==> config.mk <==
export PLATFORM = sky130hd
export DESIGN_NAME = cnnip_mem_reader_flat
export DESIGN_NICKNAME = d
export VERILOG_FILES = /design/src/rtl/cnnip_pkg.sv /design/src/rtl/cnnip_mem_if.sv /design/src/rtl/cnnip_sync_fifo.sv /design/src/rtl/cnnip_mem_reader.sv /design/src/flat_wrapper.sv
export SDC_FILE = /design/constraint.sdc
export NUM_CORES = 1
export LEC_CHECK = 0
export ABC_CLOCK_PERIOD_IN_PS = 2200
export CAP_MARGIN = 20
export CELL_PAD_IN_SITES_DETAIL_PLACEMENT = 1
export CELL_PAD_IN_SITES_GLOBAL_PLACEMENT = 1
export CORE_MARGIN = 10
export CORE_UTILIZATION = 30
export CTS_BUF_LIST = sky130_fd_sc_hd__clkbuf_16
export CTS_CLUSTER_SIZE = 12
export DETAILED_ROUTE_END_ITERATION = 8
export GPL_TIMING_DRIVEN = 1
export PLACE_DENSITY = 0.68
export SETUP_SLACK_MARGIN = 0.15
export SLEW_MARGIN = 20
export SYNTH_ARGS = -nofsm -noshare
export SYNTH_HDL_FRONTEND = slang
export SYNTH_HIERARCHICAL = 1
export SYNTH_SLANG_ARGS = --single-unit
export TNS_END_PERCENT = 5
==> constraint.sdc <==
create_clock -name clk -period 2.2 [get_ports clk]
set_input_delay 0.44 -clock clk [delete_from_list [all_inputs] [get_ports clk]]
set_output_delay 0.44 -clock clk [all_outputs]
set_load 0.05 [all_outputs]
==> src/rtl/cnnip_pkg.sv <==
// Shared types and default sizing for the CNN IP memory reader.
package cnnip_pkg;

    localparam int CNNIP_ADDR_WIDTH = 20;
    localparam int CNNIP_DATA_WIDTH = 32;
    localparam int CNNIP_LEN_WIDTH  = 16;
    localparam int CNNIP_FIFO_DEPTH = 4;

    typedef enum logic [1:0] {
        ST_IDLE  = 2'd0,
        ST_READ  = 2'd1,
        ST_DRAIN = 2'd2,
        ST_DONE  = 2'd3
    } rd_state_t;

endpackage

==> src/rtl/cnnip_mem_if.sv <==
// Word-addressed read/write memory port; the reader only uses the read half.
interface cnnip_mem_if #(
    parameter int ADDR_WIDTH = 20,
    parameter int DATA_WIDTH = 32
);
    logic                  en;
    logic                  we;
    logic [ADDR_WIDTH-1:0] addr;
    logic [DATA_WIDTH-1:0] din;
    logic [DATA_WIDTH-1:0] dout;
    logic                  valid;

    modport master (output en, output we, output addr, output din,
                    input dout, input valid);
    modport slave  (input en, input we, input addr, input din,
                    output dout, output valid);
endinterface

==> src/rtl/cnnip_sync_fifo.sv <==
// Single-clock FIFO with occupancy count; push and pop may coincide when full.
module cnnip_sync_fifo #(
    parameter int DATA_WIDTH = 32,
    parameter int FIFO_DEPTH = 4,
    localparam int PW = $clog2(FIFO_DEPTH),
    localparam int CW = PW + 1
) (
    input  logic                  clk,
    input  logic                  rstn,
    input  logic                  push,
    input  logic [DATA_WIDTH-1:0] din,
    input  logic                  pop,
    output logic [DATA_WIDTH-1:0] dout,
    output logic                  full,
    output logic                  empty,
    output logic [CW-1:0]         count
);

    logic [DATA_WIDTH-1:0] mem_q [FIFO_DEPTH];
    logic [PW-1:0]         wr_ptr;
    logic [PW-1:0]         rd_ptr;
    logic                  do_push;
    logic                  do_pop;

    // a push into a full FIFO is only legal when the head leaves in the same cycle
    assign do_pop  = pop && !empty;
    assign do_push = push && (!full || do_pop);
    assign full    = (count == CW'(FIFO_DEPTH));
    assign empty   = (count == '0);
    assign dout    = mem_q[rd_ptr];

    // storage write; data needs no reset since count gates visibility
    always_ff @(posedge clk) begin
        if (do_push) begin
            mem_q[wr_ptr] <= din;
        end
    end

    // pointers wrap naturally because depth is a power of two
    always_ff @(posedge clk or negedge rstn) begin
        if (!rstn) begin
            wr_ptr <= '0;
            rd_ptr <= '0;
            count  <= '0;
        end else begin
            if (do_push) wr_ptr <= wr_ptr + PW'(1);
            if (do_pop)  rd_ptr <= rd_ptr + PW'(1);
            case ({do_push, do_pop})
                2'b10:   count <= count + CW'(1);
                2'b01:   count <= count - CW'(1);
                default: count <= count;
            endcase
        end
    end

endmodule

==> src/rtl/cnnip_mem_reader.sv <==
// Streams len consecutive memory words starting at base_addr out of a
// valid/ready port. Reads are only issued when the FIFO has guaranteed room
// for every in-flight word, so any fixed read latency is safe.
//
// state    | meaning
// ---------+--------------------------------------------------
// ST_IDLE  | waiting for start
// ST_READ  | issuing reads while credit allows
// ST_DRAIN | all reads issued, waiting for last word to leave
// ST_DONE  | single cycle, raises done on the following cycle
module cnnip_mem_reader
    import cnnip_pkg::*;
#(
    parameter int ADDR_WIDTH = CNNIP_ADDR_WIDTH,
    parameter int DATA_WIDTH = CNNIP_DATA_WIDTH,
    parameter int LEN_WIDTH  = CNNIP_LEN_WIDTH,
    parameter int FIFO_DEPTH = CNNIP_FIFO_DEPTH
) (
    input  logic                  clk,
    input  logic                  rstn,
    input  logic                  start,
    input  logic [ADDR_WIDTH-1:0] base_addr,
    input  logic [LEN_WIDTH-1:0]  len,
    output logic                  busy,
    output logic                  done,
    cnnip_mem_if.master           mem,
    output logic [DATA_WIDTH-1:0] m_data,
    output logic                  m_valid,
    input  logic                  m_ready
);

    localparam int CW = $clog2(FIFO_DEPTH) + 1;
    localparam int OW = $clog2(FIFO_DEPTH + 1);

    rd_state_t             state;
    logic [ADDR_WIDTH-1:0] addr_q;
    logic [LEN_WIDTH-1:0]  remaining;
    logic [OW-1:0]         outstanding;
    logic [CW-1:0]         fifo_count;
    logic [CW:0]           inflight;
    logic                  fifo_full;
    logic                  fifo_empty;
    logic                  issue;
    logic                  push;
    logic                  pop;

    // credit = words in flight plus words buffered; never exceed the buffer
    assign inflight = (CW+1)'(outstanding) + (CW+1)'(fifo_count);
    assign issue    = (state == ST_READ) && (remaining != '0) && !fifo_full &&
                      (inflight < (CW+1)'(FIFO_DEPTH));
    // stray returns (e.g. from a transfer killed by reset) carry no credit
    assign push     = mem.valid && (outstanding != '0);
    assign pop      = m_valid && m_ready;
    assign m_valid  = !fifo_empty;

    assign mem.en   = issue;
    assign mem.addr = addr_q;
    assign mem.we   = 1'b0;
    assign mem.din  = '0;

    // count reads whose data has not yet come back
    always_ff @(posedge clk or negedge rstn) begin
        if (!rstn) begin
            outstanding <= '0;
        end else begin
            case ({issue, push})
                2'b10:   outstanding <= outstanding + OW'(1);
                2'b01:   outstanding <= outstanding - OW'(1);
                default: outstanding <= outstanding;
            endcase
        end
    end

    // transfer sequencing with registered busy/done
    always_ff @(posedge clk or negedge rstn) begin
        if (!rstn) begin
            state     <= ST_IDLE;
            busy      <= 1'b0;
            done      <= 1'b0;
            addr_q    <= '0;
            remaining <= '0;
        end else begin
            done <= 1'b0;
            case (state)
                ST_IDLE: begin
                    if (start) begin
                        addr_q    <= base_addr;
                        remaining <= len;
                        busy      <= 1'b1;
                        state     <= (len == '0) ? ST_DONE : ST_READ;
                    end
                end
                ST_READ: begin
                    if (issue) begin
                        addr_q    <= addr_q + ADDR_WIDTH'(1);
                        remaining <= remaining - LEN_WIDTH'(1);
                        if (remaining == LEN_WIDTH'(1)) state <= ST_DRAIN;
                    end
                end
                ST_DRAIN: begin
                    if ((outstanding == '0) &&
                        (fifo_empty || ((fifo_count == CW'(1)) && pop))) begin
                        state <= ST_DONE;
                    end
                end
                ST_DONE: begin
                    done  <= 1'b1;
                    busy  <= 1'b0;
                    state <= ST_IDLE;
                end
                default: state <= ST_IDLE;
            endcase
        end
    end

    cnnip_sync_fifo #(
        .DATA_WIDTH (DATA_WIDTH),
        .FIFO_DEPTH (FIFO_DEPTH)
    ) u_fifo (
        .clk   (clk),
        .rstn  (rstn),
        .push  (push),
        .din   (mem.dout),
        .pop   (pop),
        .dout  (m_data),
        .full  (fifo_full),
        .empty (fifo_empty),
        .count (fifo_count)
    );

endmodule

==> src/flat_wrapper.sv <==
// flat-port wrapper written by rule: the top's interface ports become plain ports
module cnnip_mem_reader_flat import cnnip_pkg::*;
#(
    parameter int ADDR_WIDTH = CNNIP_ADDR_WIDTH,
    parameter int DATA_WIDTH = CNNIP_DATA_WIDTH,
    parameter int LEN_WIDTH  = CNNIP_LEN_WIDTH,
    parameter int FIFO_DEPTH = CNNIP_FIFO_DEPTH
)
  (clk, rstn, start, base_addr, len, busy, done, m_data, m_valid, m_ready, mem_en, mem_we, mem_addr, mem_din, mem_dout, mem_valid);
  cnnip_mem_if #(.ADDR_WIDTH(ADDR_WIDTH), .DATA_WIDTH(DATA_WIDTH)) mem_i ();
  input  logic clk;
  input  logic rstn;
  input  logic start;
  input  logic [ADDR_WIDTH-1:0] base_addr;
  input  logic [LEN_WIDTH-1:0] len;
  output logic busy;
  output logic done;
  output logic [DATA_WIDTH-1:0] m_data;
  output logic m_valid;
  input  logic m_ready;
  output wire logic [$bits(mem_i.en)-1:0] mem_en;
  output wire logic [$bits(mem_i.we)-1:0] mem_we;
  output wire logic [$bits(mem_i.addr)-1:0] mem_addr;
  output wire logic [$bits(mem_i.din)-1:0] mem_din;
  input wire logic [$bits(mem_i.dout)-1:0] mem_dout;
  input wire logic [$bits(mem_i.valid)-1:0] mem_valid;
  assign mem_en = mem_i.en;
  assign mem_we = mem_i.we;
  assign mem_addr = mem_i.addr;
  assign mem_din = mem_i.din;
  assign mem_i.dout = mem_dout;
  assign mem_i.valid = mem_valid;
  cnnip_mem_reader #(.ADDR_WIDTH(ADDR_WIDTH), .DATA_WIDTH(DATA_WIDTH), .LEN_WIDTH(LEN_WIDTH), .FIFO_DEPTH(FIFO_DEPTH)) u_core (.clk(clk), .rstn(rstn), .start(start), .base_addr(base_addr), .len(len), .busy(busy), .done(done), .mem(mem_i), .m_data(m_data), .m_valid(m_valid), .m_ready(m_ready));
endmodule
==> flow_summary.ini <==
[run_status]
status = complete, but fails checks
violations = setup timing

[setup_path]
critical-path-max-stage-delay_ns = 0.43
critical_path.startpoint_type = register
cp.arrival_ns = 2.00
endpoint_kind = output port
critPathRequiredTime_ns = 1.76
worstPathCellList = ha_4, nor4_4, and3_4, nand2_4, buf_6, inv_4, buf_12
worst-path-max-fanout = 2
crit_type = register to output port
cpMaxStageDelayCell = dfrtp_1

[cts]
htree_levels = 4
tritoncts = yes
worst_skew_pair.late_latency_ns = 0.43
cts_clk_pin_slew_worst_paths_ns = 0.08
ctsLongestPathBuffers = 2
tritoncts_num_sinks = 178
clock_tree.root_cell = clkbuf_16
cts_buffers = 17

[timing]
final_critical_path_setup_slack_ns = -0.243
finalCriticalPeriod_ns = 2.44
timing_worst_slew_pin_value_ns = 0.529
fin_skew_ns = 0.0132
post-route-period-util_pct = 111
timing.final.setup_violations = 36
whs_ns = 0.514
timing.fmax_mhz = 409
drv_slew = 0
hold_violations = 0
rsz_0062_raised_after_global_routing = true
max-slew-margin-rel_pct = 64.9

[synthesis]
synthesis.area_um2 = 8240
netlist_top_cells_area = edfxtp_1, dfrtp_1, mux4_2, buf_4, ha_1
syn_warnings = 6
synth-seq-cells = 178
yosysTopAreaCellShare_pct = 46.7
ys_async_sr_fraction_pct = 28.1
synth_cells = 578
synthDistinctLibCells = 63
synth_enable_flop_cells = 128
ys.flop_type = edfxtp_1
synth_largest_area_cell = edfxtp_1
seq_total_area_yosys_pct = 61.8
syn_avg_cell_area_um2 = 14.3
synth_commonest_cells = edfxtp_1, dfrtp_1, buf_4
synth.most_common_cell = edfxtp_1

[final_layout]
nNetsFinal = 876
antenna_cells = 0
drive_gt1_share_pct = 30.0
post-route-util_pct = 42.9
synthToLayoutAreaGrowth_pct = 40.7

[die]
io-pin-count = 162
die-area_um2 = 34500
fp.coreArea_um2 = 27000
die_w_um = 186
floorplan.die.height_um = 186
core.rowCount = 60
start_util_pct = 30.5

[placement]
place.gp.congestion = 0.769
dpl.hpwl_um = 16300
port_buffers = 128
pre_cts_slack_ns = -0.229

[power_and_ir_drop]
ir_worst_vdd_mv = 0.825
fin_total_pwr_uw = 19000
power_per_cell_area_nw_per_um2 = 1640
power.leakage_uw = 0.00438

[global_routing]
first_global_vias = 5981
grt_remaining_overflow = 0
wire_length_of_the_first_global_routing_pass_um = 35600
grt_util_all_layers_pct = 13.4
grt_max_degree = 51
antenna_found_initial = 0

[drt]
post-route-drc-count = 0
vias = 5606
route.final.wire_length_um = 22900
drt_first_iter_violations = 368
average_via_count_per_standard_cell = 4.92
detailedRoute.firstPassIterationCount = 7
antenna_left = 0
drt-wirelength-per-cell_um = 20.1

[worst_hold_path]
worst_hold_path_type = primary input to asynchronous set/reset pin

[flow_run]
timing.max_cap.violations = 0
## timing repair
| action | 4_1_cts | 5_1_grt |
|---|---|---|
| hold buffers | 1 | 0 |
| resized for setup | 29 | 16 |
| setup buffers | 5 | 9 |
| gates cloned | 2 | 0 |
| setup endpoints to repair | 92 | 203 |
| pin swaps | 6 | 9 |
| hold endpoints to repair | 11 | 0 |
## stage by stage
step | cells | setup TNS [ns] | area, µm²
CTS | 1131 | -6.68 | 11500
finish | 1140 | -2.98 | 11600
global route | 1140 | -8.57 | 11600
detailed placement | 1091 | -5.32 | 10700
global placement | 1091 | -0.511 | 10700
floorplan | 610 | -0.0848 | 8380
## metal layers
metal,track usage (%),vias to the layer above,wire length (µm)
met1,17.7,2842,10200
li1,-,2600,-
met2,22.0,153,11300
met3,3.37,11,1240
met5,0,-,0
met4,2.32,0,124
## cell type report
cell class / count / area, µm²
Clock buffer: 17 / 425
Multi-Input combinational cell: 350 / 2870
Sequential cell: 178 / 5100
Inverter: 21 / 81.3
Clock inverter: 15 / 195
Tap cell: 341 / 427
Timing Repair Buffer: 218 / 2490
Fill cell: 2805 / 15400
## worst paths after layout
check | cells past startpoint | end | slack (ns) | from
worst max-delay path | 7 | mem_en | -0.24 | u_core/outstanding[2]
worst min-delay path | 3 | u_core/done | 0.51 | rstn
worst max register to register | 11 | u_core/outstanding[2] | -0.10 | u_core/remaining[9]
worst min register to register | 1 | u_core/mem.addr[12] | 0.54 | u_core/mem.addr[12]
max in group asynchronous | 3 | u_core/mem.addr[12] | 1.41 | rstn
min in group clk | 1 | u_core/mem.addr[12] | 0.54 | u_core/mem.addr[12]
## kinds of logic (layout without fill, tap and decap cells)
logic type,Yosys count,after routing,synth area share [%]
flip-flops,178,178,61.8
AND/OR/NAND/NOR,142,142,9.57
AO/OA/AOI/OAI,110,110,9.16
buffers and inverters,82,271,6.01
multiplexers,39,39,9.66
adder cells (fa/ha/maj),17,17,2.76
XOR/XNOR,9,9,0.957
other,1,33,0.0455
## report_power, final
part | switching [µW] | internal [µW] | leakage (µW) | total (µW)
Combinational | 5670 | 4790 | 0.00231 | 10500
Sequential | 697 | 4620 | 0.00176 | 5310
Clock | 1530 | 1670 | 0.000304 | 3200
## layout by cell type (no fill, tap or decap), drive strengths merged, types with 4 or more instances in the layout
cell type / n
buf: 127
nor4: 17
nand4: 11
dlygate4sd2: 18
o22a: 4
clkbuf: 17
a2bb2oi: 5
o22ai: 12
mux2i: 6
o21a: 4
edfxtp: 128
clkdlybuf4s50: 71
a21oi: 30
nor3: 14
nand3: 19
mux4: 32
nor2: 25
nand2: 27
and2: 5
a31oi: 6
o221a: 6
ha: 15
xnor2: 4
xor2: 5
o21ai: 24
inv: 32
and3: 7
dfrtp: 50
conb: 33
## worst max-delay path, delay by kind of cell, from the launching register on
| kind | cells | cell delay [ns] |
|---|---|---|
| flops | 1 | 0.43 |
| buf+inv | 3 | 0.30 |
| fa+ha+maj | 1 | 0.26 |
| simple gates | 3 | 0.58 |
## sequential cells by signal, summed over array words and instances (netlist names)
register and cells:
u_core/u_fifo/count 3, u_core/done 1, u_core/outstanding 3, u_core/remaining 16
u_core/busy 1, u_core/u_fifo/mem_q 128, u_core/state 2, u_core/u_fifo/wr_ptr 2
u_core/u_fifo/rd_ptr 2, u_core/mem.addr 20
(Power assumes the default switching activity.)
